**config.mk**
```make
export PLATFORM = sky130hd
export DESIGN_NAME = alu_seq_flat
export DESIGN_NICKNAME = d
export VERILOG_FILES = /design/src/rtl/alu_seq_if.sv /design/src/rtl/alu_seq.sv /design/src/flat_wrapper.sv
export SDC_FILE = /design/constraint.sdc
export NUM_CORES = 1
export LEC_CHECK = 0
export BUFFER_PORTS_ARGS = -buffer_cell sky130_fd_sc_hd__buf_2
export CAP_MARGIN = 20
export CORE_ASPECT_RATIO = 1.5
export CORE_MARGIN = 4
export CORE_UTILIZATION = 42
export DETAILED_ROUTE_END_ITERATION = 16
export PLACE_DENSITY = 0.64
export SYNTH_ARGS = -nofsm -noshare
export SYNTH_HDL_FRONTEND = slang
export SYNTH_SLANG_ARGS = --single-unit
```
**constraint.sdc**
```tcl
create_clock -name clk -period 5.7 [get_ports clk]
set_input_delay 0.285 -clock clk [delete_from_list [all_inputs] [get_ports clk]]
set_output_delay 0.285 -clock clk [all_outputs]
set_load 0.05 [all_outputs]
```
**src/rtl/alu_seq_if.sv**
```systemverilog
// alu_seq handshake bundle: issue side (in_valid/in_ready, a, b, opcode)
// and writeback side (out_valid/out_ready, result, remainder, flags).
interface alu_seq_if #(
  parameter int N = 32
);
  logic         in_valid;
  logic         in_ready;
  logic [N-1:0] a;
  logic [N-1:0] b;
  logic [3:0]   opcode;
  logic         out_valid;
  logic         out_ready;
  logic [N-1:0] result;
  logic [N-1:0] remainder;
  logic         carry_out;
  logic         zero;
  logic         overflow;
  logic         div_by_zero;
  logic         illegal;

  modport master (
    output in_valid, a, b, opcode, out_ready,
    input  in_ready, out_valid, result, remainder,
    input  carry_out, zero, overflow, div_by_zero, illegal
  );

  modport slave (
    input  in_valid, a, b, opcode, out_ready,
    output in_ready, out_valid, result, remainder,
    output carry_out, zero, overflow, div_by_zero, illegal
  );
endinterface

```
**src/rtl/alu_seq.sv**
```systemverilog
// alu_seq: handshaked multi-cycle N-bit ALU, iterative MUL/DIV.
// Ports: clk, rst_n (async low), bus (alu_seq_if.slave). DIV needs ALU_SEQ_DIV_EN.
module alu_seq #(
  parameter int N = 32
) (
  input logic     clk,
  input logic     rst_n,
  alu_seq_if.slave bus
);
  localparam int CW = $clog2(N);
  localparam logic [CW-1:0] LAST = CW'(N - 1);
  localparam logic [N-1:0]  MIN  = {1'b1, {(N-1){1'b0}}};

  typedef enum logic [1:0] {IDLE, BUSY, DONE} state_t;

  state_t        state, state_n;
  logic [CW-1:0] cnt;
  logic [N-1:0]  hi, lo, mag;
  logic          neg_r;
  logic          in_rdy, accept, go_busy;

  logic [N-1:0]  s_res, s_rem;
  logic          s_cy, s_ov, s_dz, s_ill;
  logic [N:0]    add_w, sub_w;
  logic [N-1:0]  abs_a, abs_b;

  logic [N:0]    mul_sum;
  logic [N-1:0]  hi_n, lo_n;
  logic [2*N-1:0] prod, prod_s;
  logic [N-1:0]  f_res, f_rem;
  logic          f_ov;

`ifdef ALU_SEQ_DIV_EN
  logic          is_div, sa_r, dov_r;
  logic [N:0]    div_r, div_d;
`endif

  assign abs_a = bus.a[N-1] ? -bus.a : bus.a;
  assign abs_b = bus.b[N-1] ? -bus.b : bus.b;

  // Single-cycle results, and whether the op needs the iterative path
  always_comb begin
    s_res   = '0;
    s_rem   = '0;
    s_cy    = 1'b0;
    s_ov    = 1'b0;
    s_dz    = 1'b0;
    s_ill   = 1'b0;
    go_busy = 1'b0;
    add_w   = {1'b0, bus.a} + {1'b0, bus.b};
    sub_w   = {1'b0, bus.a} - {1'b0, bus.b};
    unique case (bus.opcode)
      4'h0: s_res = bus.a & bus.b;
      4'h1: s_res = bus.a | bus.b;
      4'h2: s_res = bus.a ^ bus.b;
      4'h3: s_res = ~bus.a;
      4'h4: begin
        s_res = -bus.a;
        s_ov  = (bus.a == MIN);
      end
      4'h5: begin
        s_res = -bus.b;
        s_ov  = (bus.b == MIN);
      end
      4'h6: begin
        s_res = add_w[N-1:0];
        s_cy  = add_w[N];
        s_ov  = (bus.a[N-1] == bus.b[N-1])
             && (add_w[N-1] != bus.a[N-1]);
      end
      4'h7: begin
        s_res = sub_w[N-1:0];
        s_cy  = ~sub_w[N];
        s_ov  = (bus.a[N-1] != bus.b[N-1])
             && (sub_w[N-1] != bus.a[N-1]);
      end
      4'h8: go_busy = 1'b1;
`ifdef ALU_SEQ_DIV_EN
      4'h9: begin
        if (bus.b == '0) begin
          s_res = '1;
          s_rem = bus.a;
          s_dz  = 1'b1;
        end else begin
          go_busy = 1'b1;
        end
      end
`endif
      default: s_ill = 1'b1;
    endcase
  end

  // One iteration: shift-add on {hi,lo} for MUL, restoring step for DIV
  always_comb begin
    mul_sum = {1'b0, hi} + (lo[0] ? {1'b0, mag} : '0);
    hi_n    = mul_sum[N:1];
    lo_n    = {mul_sum[0], lo[N-1:1]};
`ifdef ALU_SEQ_DIV_EN
    div_r   = {hi, lo[N-1]};
    div_d   = div_r - {1'b0, mag};
    if (is_div) begin
      if (div_d[N]) begin
        hi_n = div_r[N-1:0];
        lo_n = {lo[N-2:0], 1'b0};
      end else begin
        hi_n = div_d[N-1:0];
        lo_n = {lo[N-2:0], 1'b1};
      end
    end
`endif
  end

  // Apply signs after the final iteration
  always_comb begin
    prod   = {hi_n, lo_n};
    prod_s = neg_r ? -prod : prod;
    f_res  = prod_s[N-1:0];
    f_rem  = '0;
    f_ov   = !((&prod_s[2*N-1:N-1]) || !(|prod_s[2*N-1:N-1]));
`ifdef ALU_SEQ_DIV_EN
    if (is_div) begin
      f_res = neg_r ? -lo_n : lo_n;
      f_rem = sa_r ? -hi_n : hi_n;
      f_ov  = dov_r;
    end
`endif
  end

  always_comb begin
    in_rdy  = rst_n && ((state == IDLE)
           || (state == DONE && bus.out_ready));
    accept  = bus.in_valid && in_rdy;
    state_n = state;
    unique case (1'b1)
      accept:
        state_n = go_busy ? BUSY : DONE;
      (state == BUSY && cnt == LAST):
        state_n = DONE;
      (state == DONE && bus.out_ready && !accept):
        state_n = IDLE;
      default: ;
    endcase
  end

  assign bus.in_ready  = in_rdy;
  assign bus.out_valid = (state == DONE);

  always_ff @(posedge clk or negedge rst_n) begin
    if (!rst_n) begin
      state           <= IDLE;
      cnt             <= '0;
      hi              <= '0;
      lo              <= '0;
      mag             <= '0;
      neg_r           <= 1'b0;
`ifdef ALU_SEQ_DIV_EN
      is_div          <= 1'b0;
      sa_r            <= 1'b0;
      dov_r           <= 1'b0;
`endif
      bus.result      <= '0;
      bus.remainder   <= '0;
      bus.carry_out   <= 1'b0;
      bus.zero        <= 1'b0;
      bus.overflow    <= 1'b0;
      bus.div_by_zero <= 1'b0;
      bus.illegal     <= 1'b0;
    end else begin
      state <= state_n;
      if (accept) begin
        cnt   <= '0;
        hi    <= '0;
        neg_r <= bus.a[N-1] ^ bus.b[N-1];
        lo    <= abs_b;
        mag   <= abs_a;
`ifdef ALU_SEQ_DIV_EN
        is_div <= (bus.opcode == 4'h9);
        sa_r   <= bus.a[N-1];
        dov_r  <= (bus.a == MIN) && (bus.b == '1);
        if (bus.opcode == 4'h9) begin
          lo  <= abs_a;
          mag <= abs_b;
        end
`endif
        if (!go_busy) begin
          bus.result      <= s_res;
          bus.remainder   <= s_rem;
          bus.carry_out   <= s_cy;
          bus.zero        <= (s_res == '0);
          bus.overflow    <= s_ov;
          bus.div_by_zero <= s_dz;
          bus.illegal     <= s_ill;
        end
      end else if (state == BUSY) begin
        cnt <= cnt + 1'b1;
        hi  <= hi_n;
        lo  <= lo_n;
        if (cnt == LAST) begin
          bus.result      <= f_res;
          bus.remainder   <= f_rem;
          bus.carry_out   <= 1'b0;
          bus.zero        <= (f_res == '0);
          bus.overflow    <= f_ov;
          bus.div_by_zero <= 1'b0;
          bus.illegal     <= 1'b0;
        end
      end
    end
  end
endmodule

```
**src/flat_wrapper.sv**
```systemverilog
// flat-port wrapper written by rule: the top's interface ports become plain ports
module alu_seq_flat 
#(
  parameter int N = 32
)
  (clk, rst_n, bus_in_valid, bus_a, bus_b, bus_opcode, bus_out_ready, bus_in_ready, bus_out_valid, bus_result, bus_remainder, bus_carry_out, bus_zero, bus_overflow, bus_div_by_zero, bus_illegal);
  alu_seq_if #(.N(N)) bus_i ();
  input logic clk;
  input logic rst_n;
  input wire logic [$bits(bus_i.in_valid)-1:0] bus_in_valid;
  input wire logic [$bits(bus_i.a)-1:0] bus_a;
  input wire logic [$bits(bus_i.b)-1:0] bus_b;
  input wire logic [$bits(bus_i.opcode)-1:0] bus_opcode;
  input wire logic [$bits(bus_i.out_ready)-1:0] bus_out_ready;
  output wire logic [$bits(bus_i.in_ready)-1:0] bus_in_ready;
  output wire logic [$bits(bus_i.out_valid)-1:0] bus_out_valid;
  output wire logic [$bits(bus_i.result)-1:0] bus_result;
  output wire logic [$bits(bus_i.remainder)-1:0] bus_remainder;
  output wire logic [$bits(bus_i.carry_out)-1:0] bus_carry_out;
  output wire logic [$bits(bus_i.zero)-1:0] bus_zero;
  output wire logic [$bits(bus_i.overflow)-1:0] bus_overflow;
  output wire logic [$bits(bus_i.div_by_zero)-1:0] bus_div_by_zero;
  output wire logic [$bits(bus_i.illegal)-1:0] bus_illegal;
  assign bus_i.in_valid = bus_in_valid;
  assign bus_i.a = bus_a;
  assign bus_i.b = bus_b;
  assign bus_i.opcode = bus_opcode;
  assign bus_i.out_ready = bus_out_ready;
  assign bus_in_ready = bus_i.in_ready;
  assign bus_out_valid = bus_i.out_valid;
  assign bus_result = bus_i.result;
  assign bus_remainder = bus_i.remainder;
  assign bus_carry_out = bus_i.carry_out;
  assign bus_zero = bus_i.zero;
  assign bus_overflow = bus_i.overflow;
  assign bus_div_by_zero = bus_i.div_by_zero;
  assign bus_illegal = bus_i.illegal;
  alu_seq #(.N(N)) u_core (.clk(clk), .rst_n(rst_n), .bus(bus_i));
endmodule
```
==> run_results.csv <==
group,metric,value,unit
global_route,grt_pass1_vias,19100,
min_path,min_from,"bus_out_ready",
global_route,grt_max_degree,96,
final_layout,final_nets,2723,
drt,num_vias,19500,
global_route,grt_pass1_wl,108000,um
synthesis,synthFlopType,"dfrtp_1",
final_layout,utilization,0.463,
run,cap_violations,0,
power_and_ir_drop,power_frac_clock,0.151,
sta,hold_viol,0,
sta,final.setup_skew,13.0,ps
place,place_area,18900,um^2
setup_path,crit_type,"reg -> reg",
synthesis,async_reset_ff_frac,1.00,
synthesis,synth-seq-area-share,0.195,
power_and_ir_drop,cellLeakagePower,8.66,nW
final_layout,layout.cells.most_common,"nand2_1",
place,dp_hpwl,54900,um
cts,cts.path.max_buffers,2,
synthesis,synth_area,18000,um^2
final_layout,fin_cells,3089,
drt,antenna_left,0,
drt,post-route-drc-count,0,
cts,root_buffer,"clkbuf_16",
final_layout,syn2layout_area_growth,8.61,%
drt,routed_wl,70800,um
sta,finalSetupViolCount,0,
final_layout,final_area,19500,um^2
floorplan,start_util,0.426,
synthesis,synth_edf_count,0,
place,placed_cells,3057,
place,gp_congestion,0.993,
min_path,worstHoldPathCells,4,
cts,cts.clk_slew.worst_paths,70,ps
min_path,min_to,"u_core.state[1]$_DFFE_PN0P_",
power_and_ir_drop,p_seq_frac,0.224,
floorplan,ios,143,
drt,first_pass_iters,6,
setup_path,worstPathMaxFanout,12,
min_path,hp-class,"in -> reg",
status,status,"finished clean",
synthesis,avgSynthCellArea,7.21,um^2
floorplan,core.rowCount,92,
drt,avgRoutedWirePerCell,22.9,um
floorplan,die_h,261,um
final_layout,most-common-layout-cells,"318 x nand2_1, 225 x o21ai_0, 162 x a21oi_1",
floorplan,die_w,177,um
power_and_ir_drop,swShare,0.533,
cts,h-tree-depth,4,
global_route,grt_usage,0.296,
setup_path,r2r-end,"u_core.bus.overflow$_DFFE_PN0P_",
synthesis,synth_cells,2497,
cts,clk_latency,450,ps
sta,final.min_clock_period,5380,ps
power_and_ir_drop,power_density,411,nW/um^2
sta,tightest_slew,1170,ps
sta,maxSlewViolCount,0,
floorplan,coreArea,42200,um^2
cts,clkSinkCount,140,
setup_path,critical_path.endpoint_type,"flop",
sta,relSlewSlack,0.209,
power_and_ir_drop,power_switching,4.28,mW
cts,tritoncts,"built",
setup_path,ff2ff_path_depth,15,
sta,period_share,0.945,
setup_path,cp-start-kind,"flop",
drt,drt_first_iter_violations,1713,
setup_path,r2r_start,"u_core.lo[0]$_DFFE_PN0P_",
global_route,grt_overflow,0,
drt,routed_via_density,6.32,
global_route,antenna_found_initial,1,
power_and_ir_drop,internal_power,3.75,mW
setup_path,r2r_setup_slack,320,ps
final_layout,n_antenna_cell,0,
place,numPortBuffers,109,
sta,grt_setup_unrepaired,"no",
cts,cts_made_buffers,17,
synthesis,synth_warnings,0,
final_layout,drive_above_1_share,0.0943,
power_and_ir_drop,combPwrFrac,0.625,
synthesis,ys_ff_latch,140,
sta,tns,0,ps
sta,fmax,186,MHz
synthesis,synth_cell_types,92,
cts,ctsResizeCount,0,
power_and_ir_drop,ir_drop,0.252,mV
floorplan,die-area,46300,um^2
setup_path,required,6090,ps
setup_path,cp.arrival,5770,ps
==> what timing repair did <==
item,CTS,global route
hold buffers,1,0
endpoints found under the hold margin,18,0
buffers inserted,0,0
==> cell type report <==
class	count	area, um^2
timing repair buffer	153	885
multi-input combinational	2059	13300
clock buffer	19	453
inverter	142	533
sequential	140	3500
fill	4351	22700
clock inverter	12	170
tap	564	706
==> power groups by stage <==
stage | clock (mW) | combinational (mW) | sequential (mW)
3_3_place_gp | 0 | 4.88 | 1.79
5_1_grt | 1.26 | 5.43 | 1.85
2_1_floorplan | 0 | 3.18 | 2.07
6_report | 1.21 | 5.02 | 1.80
4_1_cts | 1.22 | 4.96 | 1.79
3_5_place_dp | 0 | 4.94 | 1.80
==> logic make-up (layout without fill, tap and decap cells) <==
family / after synthesis / in the layout / share of synthesized area
simple gates: 896 / 896 / 0.244
buf+inv: 330 / 326 / 0.0763
fa+ha+maj: 138 / 138 / 0.0972
mux: 51 / 51 / 0.0306
other cells: 1 / 33 / 0.000208
xor+xnor: 162 / 162 / 0.0789
flops: 140 / 140 / 0.195
compound gates: 779 / 779 / 0.278
==> layer usage <==
metal	track usage	up-vias	routed length, um	part of all wire
met5	0	-	0	0
met1	0.333	9232	26200	0.37
li1	-	9030	-	-
met3	0.0358	308	4340	0.061
met4	0.216	0	5910	0.083
met2	0.514	961	34400	0.49
==> synth_stat cells (11+ instances only) <==
cell       number  area [um^2]
a221o_1        12          120
a31oi_1        39          244
and2_1         41          257
a2111oi_0      15          131
nor2_1        165          619
nor3_1         58          290
o21ai_0       225         1130
nand2b_1       24          150
inv_1         142          533
and3_1         20          125
a211oi_1       14          105
nand3_1        80          400
ha_1          135         1690
a22oi_1        24          180
a21oi_1       162          811
or3_1          42          263
o21bai_1       16          120
o21a_1         12         90.1
a221oi_1       18          158
o31ai_1        36          270
xnor2_1       118         1030
buf_1          15         56.3
dfrtp_1       140         3500
buf_4          33          248
mux2i_1        37          370
nand4_1        41          257
a211o_1        11         96.3
xor2_1         44          385
o22ai_1        35          219
o211ai_1       18          135
o221ai_1       15          131
or2_2          12         75.1
nor4_1         31          194
nand2_1       319         1200
mux2_2         11          124
a21o_1         38          285
clkbuf_1      137          514
==> registers in the layout (all words and copies together), names as in the netlist <==
register and cells:
u_core.cnt 5, u_core.bus.zero 1, u_core.bus.illegal 1, u_core.bus.overflow 1, u_core.lo 32, u_core.state 2, u_core.bus.carry_out 1, u_core.neg_r 1
u_core.bus.result 32, u_core.hi 32, u_core.mag 32
==> worst max-delay path by stage <==
stage | start | to | slack [ps] | depth (start not counted)
finish | u_core.lo[0]$_DFFE_PN0P_ | u_core.bus.overflow$_DFFE_PN0P_ | 320 | 15
global route | u_core.lo[0]$_DFFE_PN0P_ | u_core.bus.overflow$_DFFE_PN0P_ | 20 | 15
CTS | u_core.lo[0]$_DFFE_PN0P_ | u_core.bus.overflow$_DFFE_PN0P_ | 370 | 15
detailed placement | u_core.lo[0]$_DFFE_PN0P_ | u_core.bus.overflow$_DFFE_PN0P_ | 400 | 15
global placement | u_core.lo[0]$_DFFE_PN0P_ | u_core.bus.overflow$_DFFE_PN0P_ | 460 | 15
floorplan | u_core.lo[0]$_DFFE_PN0P_ | u_core.bus.overflow$_DFFE_PN0P_ | 820 | 16
==> worst max-delay path, stage by stage, from the launching register on <==
cell,delay [ps]
dfrtp_1,470
and2_1,180
ha_1,220
fa_1,440
a21o_1,250
a221oi_1,520
o21ai_1,230
a21oi_1,220
xor2_1,410
nand3_1,350
or4_4,570
or4_4,560
and4b_1,200
o311a_1,330
a32oi_1,200
o31a_1,160
==> stage by stage <==
step	setup slack, ps	hold slack [ps]	power [mW]
after floorplan	825	-10.6	5.25
after global placement	464	126	6.66
after detailed placement	395	131	6.74
after CTS	370	133	7.97
after global routing	24.5	183	8.54
final	316	153	8.03
Note: power is estimated with default switching activity, not from simulation.
